$ cat src/rtl/sb_bus_arbiter.sv
// sb_bus_arbiter: two-master system-bus arbiter.
// It drives the grants, the owner code and the lock flag. It also handles locked
// tenures, bounded bursts, RETRY hand-over, and SPLIT masking with slave release.
// Optional feature macro: ARB_ROUND_ROBIN_EN.
//   Defined   -> ties in IDLE go to the master that did not own the bus last.
//   Undefined -> ties go to M1 (fixed priority).
// The burst limit forces a hand-over in both modes.
module sb_bus_arbiter #(
  parameter int BURST_MAX = 4,
  parameter int CNT_W     = 3
) (
  input  logic       clk,
  input  logic       rst,
  input  logic       req1,
  input  logic       req2,
  input  logic       sb_lock_m1,
  input  logic       sb_lock_m2,
  input  logic       hready,
  input  logic [1:0] resp,
  input  logic [1:0] sb_split_ar,
  output logic       gnt1,
  output logic       gnt2,
  output logic [1:0] sb_masters,
  output logic       sb_mastlock
);

  typedef enum logic [1:0] {IDLE = 2'd0, OWN_M1 = 2'd1, OWN_M2 = 2'd2} state_t;

  localparam logic [CNT_W-1:0] BMAX    = CNT_W'(BURST_MAX);
  localparam logic [CNT_W-1:0] CNT_SAT = {CNT_W{1'b1}};
  localparam logic [1:0]       RSP_RETRY = 2'b10;
  localparam logic [1:0]       RSP_SPLIT = 2'b11;

  state_t           r_state, w_next;
  logic [1:0]       r_split_mask, w_split_mask;
  logic [CNT_W-1:0] r_beat, w_beat;
`ifdef ARB_ROUND_ROBIN_EN
  logic             r_last, w_last;   // 0 = M1 owned last, 1 = M2 owned last
`endif

  logic [1:0] w_elig;
  logic       w_retry, w_split;
  logic       w_own_req, w_own_lock, w_oth_elig;
  logic       w_hold, w_kick;
  logic       w_mastlock;

  assign w_elig  = {req2, req1} & ~r_split_mask;
  assign w_retry = hready & (resp == RSP_RETRY);
  assign w_split = hready & (resp == RSP_SPLIT);

  // Select the current owner's view. In IDLE these values are don't-care.
  always_comb begin
    w_own_req  = 1'b0;
    w_own_lock = 1'b0;
    w_oth_elig = 1'b0;
    case (r_state)
      OWN_M1: begin
        w_own_req  = req1;
        w_own_lock = sb_lock_m1;
        w_oth_elig = w_elig[1];
      end
      OWN_M2: begin
        w_own_req  = req2;
        w_own_lock = sb_lock_m2;
        w_oth_elig = w_elig[0];
      end
      default: ;
    endcase
  end

  // The owner keeps the bus while it requests and is locked, under budget, or unopposed.
  // An unlocked RETRY or SPLIT kicks it off. Under lock, both act as a plain RETRY.
  assign w_hold = w_own_req & (w_own_lock | (r_beat < BMAX) | ~w_oth_elig);
  assign w_kick = ~w_own_lock & (w_retry | w_split);

  // Next-state, beat counter, split mask and round-robin pointer.
  always_comb begin
    w_next       = r_state;
    w_beat       = r_beat;
    // Apply the release first, so that a same-cycle SPLIT below wins.
    w_split_mask = r_split_mask & ~sb_split_ar;
`ifdef ARB_ROUND_ROBIN_EN
    w_last       = r_last;
`endif
    case (r_state)
      IDLE: begin
        w_beat = '0;
        case (w_elig)
          2'b01: w_next = OWN_M1;
          2'b10: w_next = OWN_M2;
`ifdef ARB_ROUND_ROBIN_EN
          2'b11: w_next = r_last ? OWN_M1 : OWN_M2;
`else
          2'b11: w_next = OWN_M1;
`endif
          default: w_next = IDLE;
        endcase
      end
      OWN_M1, OWN_M2: begin
        if (!w_hold || w_kick) begin
          // Hand over directly to the other master if it is eligible. Otherwise go idle.
          w_beat = '0;
          if (r_state == OWN_M1) begin
            w_next = w_oth_elig ? OWN_M2 : IDLE;
            if (w_split && !w_own_lock) w_split_mask[0] = 1'b1;
`ifdef ARB_ROUND_ROBIN_EN
            w_last = 1'b0;
`endif
          end else begin
            w_next = w_oth_elig ? OWN_M1 : IDLE;
            if (w_split && !w_own_lock) w_split_mask[1] = 1'b1;
`ifdef ARB_ROUND_ROBIN_EN
            w_last = 1'b1;
`endif
          end
        end else if (hready && (r_beat != CNT_SAT)) begin
          w_beat = r_beat + 1'b1;
        end
      end
      default: begin
        w_next = IDLE;
        w_beat = '0;
      end
    endcase
  end

  // The lock flag follows the lock request of the owner for the coming cycle.
  always_comb begin
    w_mastlock = 1'b0;
    case (w_next)
      OWN_M1:  w_mastlock = sb_lock_m1;
      OWN_M2:  w_mastlock = sb_lock_m2;
      default: w_mastlock = 1'b0;
    endcase
  end

  // Arbitration state registers.
  always_ff @(posedge clk or posedge rst) begin
    if (rst) begin
      r_state      <= IDLE;
      r_beat       <= '0;
      r_split_mask <= 2'b00;
`ifdef ARB_ROUND_ROBIN_EN
      r_last       <= 1'b1;
`endif
    end else begin
      r_state      <= w_next;
      r_beat       <= w_beat;
      r_split_mask <= w_split_mask;
`ifdef ARB_ROUND_ROBIN_EN
      r_last       <= w_last;
`endif
    end
  end

  // Registered outputs. They are decoded from the next state, so a grant appears one edge after the request is sampled.
  always_ff @(posedge clk or posedge rst) begin
    if (rst) begin
      gnt1        <= 1'b0;
      gnt2        <= 1'b0;
      sb_masters  <= 2'b00;
      sb_mastlock <= 1'b0;
    end else begin
      gnt1        <= (w_next == OWN_M1);
      gnt2        <= (w_next == OWN_M2);
      sb_masters  <= {(w_next == OWN_M2), (w_next == OWN_M1)};
      sb_mastlock <= w_mastlock;
    end
  end

endmodule

$ cat config.mk
export PLATFORM = sky130hd
export DESIGN_NAME = sb_bus_arbiter
export DESIGN_NICKNAME = d
export VERILOG_FILES = /design/src/rtl/sb_bus_arbiter.sv
export SDC_FILE = /design/constraint.sdc
export NUM_CORES = 1
export LEC_CHECK = 0
export CAP_MARGIN = 40
export CORE_MARGIN = 8
export CORE_UTILIZATION = 45
export DETAILED_ROUTE_END_ITERATION = 8
export DONT_BUFFER_PORTS = 1
export GPL_ROUTABILITY_DRIVEN = 0
export GPL_TIMING_DRIVEN = 0
export PLACE_DENSITY_LB_ADDON = 0.15
export SYNTH_ARGS = -nofsm -noshare
export SYNTH_HDL_FRONTEND = slang
export SYNTH_SLANG_ARGS = --single-unit
$ cat constraint.sdc
create_clock -name clk -period 2.45 [get_ports clk]
set_input_delay 0.1225 -clock clk [delete_from_list [all_inputs] [get_ports clk]]
set_output_delay 0.1225 -clock clk [all_outputs]
set_load 0.01 [all_outputs]
After elaboration in Yosys (flattened, before gate mapping)
Cells that the tools add are included.
{"block": "op_classes", "n_bitwise": 13, "n_mux": 19, "eq_ne": 11, "n_lt_le_gt_ge": 1, "addsub": 1, "n_reduce_logical": 8}
{"cell": "$eq A2 B2 Y1 const B", "count": 6}
{"cell": "$mux W2", "count": 5}
{"cell": "$mux W3", "count": 3}
{"cell": "$pmux W1 S2", "count": 4}
{"cell": "$pmux W2 S2", "count": 2}
{"cell": "$eq A2 B1 Y1 const B", "count": 3}
{"cell": "$ne A3 B3 Y1 const B", "count": 2}
{"cell": "$mux W1", "count": 5}
{"cell": "$and A1 B1 Y1", "count": 4}
{"cell": "$and A2 B2 Y2", "count": 2}
{"cell": "$not A2 Y2", "count": 2}
{"cell": "$reduce_or A2 Y1", "count": 2}
{"cell": "$add A3 B1 Y3 const B", "count": 1}
{"cell": "$lt A3 B3 Y1 const B", "count": 1}
{"cell": "$or A1 B1 Y1", "count": 3}
{"cell": "$logic_and A1 B1 Y1", "count": 2}
{"cell": "$logic_not A1 Y1", "count": 2}
{"cell": "$logic_not A2 Y1", "count": 1}
{"cell": "$not A1 Y1", "count": 2}
{"cell": "$logic_or A1 B1 Y1", "count": 1}
{"block": "word_totals", "elab_cells": 60, "in_bits": 11, "output_inout_bits": 5, "register_bits": 12}

Logic depth before layout (Yosys ltp)
{"block": "logic_depth", "depth_word": 12, "mapped_depth": 10, "ltp_nobuf": 9}

Worst setup path before layout
No wires, ideal clock.
{"block": "synth_path", "path_type": "register to register", "start": "register r_state[0]", "end": "register sb_mastlock", "period_less_slack_ps": 2052, "t_arrival_ps": 1931, "path_slack_ps": 398, "setup_ps": 121, "path_stages_with_launch": 11, "path_buffers": 1, "required_time_ps": 2329, "path_cell_list": "dfrtp_1 > inv_1 > ha_1 > buf_2 > nand4b_1 > a21bo_2 > nand4_1 > a41o_1 > ha_1 > a22oi_1 > nor2_1"}
{"block": "synth_via", "elab_chain_cells": 11, "word_cells_on_any_way": 23, "classes_between": "eq/ne: 4; mux: 9; bitwise: 6; reduce/logical: 4"}
{"item": "start: declaration", "line": "34", "rtl": "state_t r_state, w_next;"}
{"item": "start signal: assignment", "line": "147", "rtl": "r_state <= w_next;"}
{"item": "$eq A2 B2 Y1 or $eq A2 B1 Y1 (tied branches)", "line": "56, 85, 103"}
{"item": "$pmux W1 S2", "line": "56", "rtl": "case (r_state)"}
{"item": "$or A1 B1 Y1 or $not A1 Y1 (tied branches)", "line": "73", "rtl": "assign w_hold = w_own_req & (w_own_lock | (r_beat < BMAX) | ~w_oth_elig);"}
{"item": "$or A1 B1 Y1", "line": "73"}
{"item": "$and A1 B1 Y1", "line": "73"}
{"item": "$logic_not A1 Y1", "line": "100", "rtl": "if (!w_hold || w_kick) begin"}
{"item": "$logic_or A1 B1 Y1", "line": "100"}
{"item": "$mux W2", "line": "100"}
{"item": "$pmux W2 S2 (*)", "line": "85", "rtl": "case (r_state)"}
{"item": "$eq A2 B2 Y1 or $eq A2 B1 Y1 (tied branches)", "line": "130", "rtl": "case (w_next)"}
{"item": "$pmux W1 S2 (*)", "line": "130"}
{"item": "named net w_mastlock", "line": "45", "rtl": "logic w_mastlock;"}
{"item": "end signal: assignment", "line": "167", "rtl": "sb_mastlock <= w_mastlock;"}
{"item": "end: declaration", "line": "24", "rtl": "output logic sb_mastlock"}
Mark *: on every way through the listed nets, which the timed path passes. The rest lies on a longest branch.
A chain may end at the register's enable or synchronous reset.

Worst setup path after layout
{"block": "layout_path", "start": "register r_state[0]", "end": "register sb_mastlock"}
{"block": "layout_via", "elab_chain_cells": 11, "word_cells_on_any_way": 23, "classes_between": "eq/ne: 4; mux: 9; bitwise: 6; reduce/logical: 4"}
{"item": "$eq A2 B2 Y1 or $eq A2 B1 Y1 (tied branches)", "line": "56, 85, 103"}
{"item": "$pmux W1 S2", "line": "56"}
{"item": "$or A1 B1 Y1 or $not A1 Y1 (tied branches)", "line": "73"}
{"item": "$or A1 B1 Y1", "line": "73"}
{"item": "$and A1 B1 Y1", "line": "73"}
{"item": "$logic_not A1 Y1", "line": "100"}
{"item": "$logic_or A1 B1 Y1", "line": "100"}
{"item": "$mux W2", "line": "100"}
{"item": "$pmux W2 S2 (*)", "line": "85"}
{"item": "named net w_next[1]", "line": "34"}
{"item": "$eq A2 B2 Y1 or $eq A2 B1 Y1 (tied branches)", "line": "130"}
{"item": "$pmux W1 S2 (*)", "line": "130"}
{"item": "named net w_mastlock", "line": "45"}
Marks and branches as above.

==> run metrics <==
Critical Path Fanout Max=10; Die ar.=3000 sq um; Starting Density=46.6%; nets@finish=96; core area=1450 sq um; DRC=0; 1st-pass router iterations=3; register area share after synthesis=37.0%; maximum vdd drop=roughly 0.5 mV; CP Launch Type=flip-flop; placed insts=83; Die Height=approximately 55 um; cell accounting for the most synthesized area=dfrtp_1; met3 wire len=75 um; clk sink count=10; Slew Limit Fails=0; Final setup viols=0; final global-route overflow total=0; Fin Hold WS=23.1 ps; antenna viol nets, final=0; crit end category=flip-flop; Yosys Warn Count=0; Synth cell types=28; root buf cell=clkbuf_4; Final Skew=roughly 7.2 ps; clock latency at the later pin of the worst-skew pair=270 ps; share of cells above drive strength 1=16.0%; Iter 0 DRT Violations=8; DP HPWL=1.13 mm; CP required=between 2000 and 3000 ps; initial antenna violation count=0; fin crit period=2230 ps; Setup Crit Path Kind=reg2reg; period utilization=91.2%; Yosys top cell area share=a little under two fifths; Worst EP arrival=2390 ps; Fin Setup TNS=0 ps; first-pass GRT wire length=2.35 mm; # port buffers=0; Area Growth Syn to Fin=14.0%; HP Class=in2reg; Cells after Synth=67; status=completed; CTS tree=yes; average instance area after synthesis=10.1 sq um; wire per inst=15.8 um; clk slew on worst S/H paths=70 ps; CTS max path bufs=2; max frequency=~450 MHz; total power=0.705 mW; top layer in use=met4; routed vias/inst=just under 6; Cell Pwr Density=914 nW/um^2; Die X-Extent=roughly 55 um; Area contributors post-synth=dfrtp_1, ha_1, inv_1, nand4b_1, a41o_1; vias in the first global route=546; EDFF count, synth=0; #FFs+latches synth=10; ys async rst share=100%; largest net degree at the start of global routing=11; Worst Tran Pin Value=approximately 380 ps; CTS H-tree lvls=1; total track usage=10.9%; wl on met1=about 600 um; final wirelength=about 1.4 mm; Top FF cell, synth=dfrtp_1; max cap viols=0; Non-Filler Instances=91; RSZ-0062 raised after global routing=no; row cnt=14; Max-slew headroom=74.8%; Cell Area, Synth=677 sq um; most frequent cells after synthesis=dfrtp_1, ha_1, inv_1; number of diodes=0; Num CTS Buffers=3; count leader, synth=dfrtp_1; via count=541; metal2 WL=736 um; Leak=0.360 nW; Post-Syn Nets=87; Final Hold Violating Endpoints=0; IO Pins=16
[cells in the final DEF (no fill, tap or decap)]
cell	n
nand3_1	3
and2_1	1
a22o_2	1
inv_1	7
ha_1	9
a21oi_1	2
xnor2_1	1
buf_4	3
nand4b_1	3
clkbuf_8	1
a22o_1	1
a41o_1	2
clkbuf_4	3
nor2_1	1
nor2b_1	1
or3b_1	1
buf_2	1
o32ai_1	1
o2111ai_1	1
a22oi_1	1
mux2i_1	2
a21bo_2	1
nor3_1	3
nand4_1	3
o22ai_1	1
a41oi_1	2
dfrtp_2	1
o211ai_1	1
dfrtp_1	9
nand2_1	4
and2_4	1
dlygate4sd3_1	3
[stage by stage]
step                cell area [sq um]  util, %  setup slack, ps
floorplan                         677        -              398
global placement                  697     47.9              224
detailed placement                697     47.9              199
CTS                               763     52.5              175
global route                      772     53.1             23.9
finish                            772     53.1              216
[final cells by class]
type	instances	area (sq um)
sequential	10	251
fill	134	682
clock buffer	4	36.3
buffer	3	20.0
tap	16	20.0
inverter	7	26.3
multi-input combinational	47	380
timing repair buffer	4	37.5
[power breakdown]
part / total [mW] / switching [mW] / internal (mW)
Sequential: 0.245 / 0.0413 / 0.204
Clock: 0.150 / 0.0597 / 0.0902
Combinational: 0.310 / 0.173 / 0.137
Total: 0.705 / 0.274 / 0.431
[cells by family after synthesis]
logic type / Yosys count / share of synthesized area [%]
multiplexers: 2 / 2.96
flip-flops: 10 / 37.0
buffers and inverters: 10 / 6.84
AO/OA/AOI/OAI: 14 / 17.0
AND/OR/NAND/NOR: 21 / 18.3
adder cells (fa/ha/maj): 9 / 16.6
XOR/XNOR: 1 / 1.29
[routing by layer]
layer	GRT usage, %	vias up
met5	0	-
li1	-	268
met2	18.9	10
met3	4.08	4
met4	3.69	0
met1	12.0	259
[critical path: stages, from the launching register on]
cell	delay, ps
dfrtp_2	420
inv_1	70
ha_1	270
buf_2	190
nand4b_1	150
a21bo_2	260
nand4_1	120
a41oi_1	160
ha_1	230
a22oi_1	180
nor2_1	50
[state kept, by name, summed over array words and instances, names as in the netlist]
name          flops
gnt2              1
sb_masters        1
sb_mastlock       1
r_beat            3
r_split_mask      2
r_state           2
[worst paths after layout]
kind / start / end / slack, ps / cells past startpoint
setup / recovery: r_state[0] / sb_mastlock / 220 / 10
hold / removal: sb_lock_m1 / sb_mastlock / 20 / 2
setup reg to reg: r_state[0] / sb_mastlock / 220 / 10
max in group asynchronous: rst / r_state[0] / 1880 / 2
hold reg to reg: r_split_mask[1] / r_split_mask[1] / 530 / 2
min in group asynchronous: rst / r_beat[1] / 280 / 2
[timing repair]
item	4_1_cts	5_1_grt
resized for setup	0	1
hold buffers	3	0
setup endpoints to repair	0	1
setup buffers	0	1
hold endpoints to repair	12	0
(Power assumes the default switching activity.)
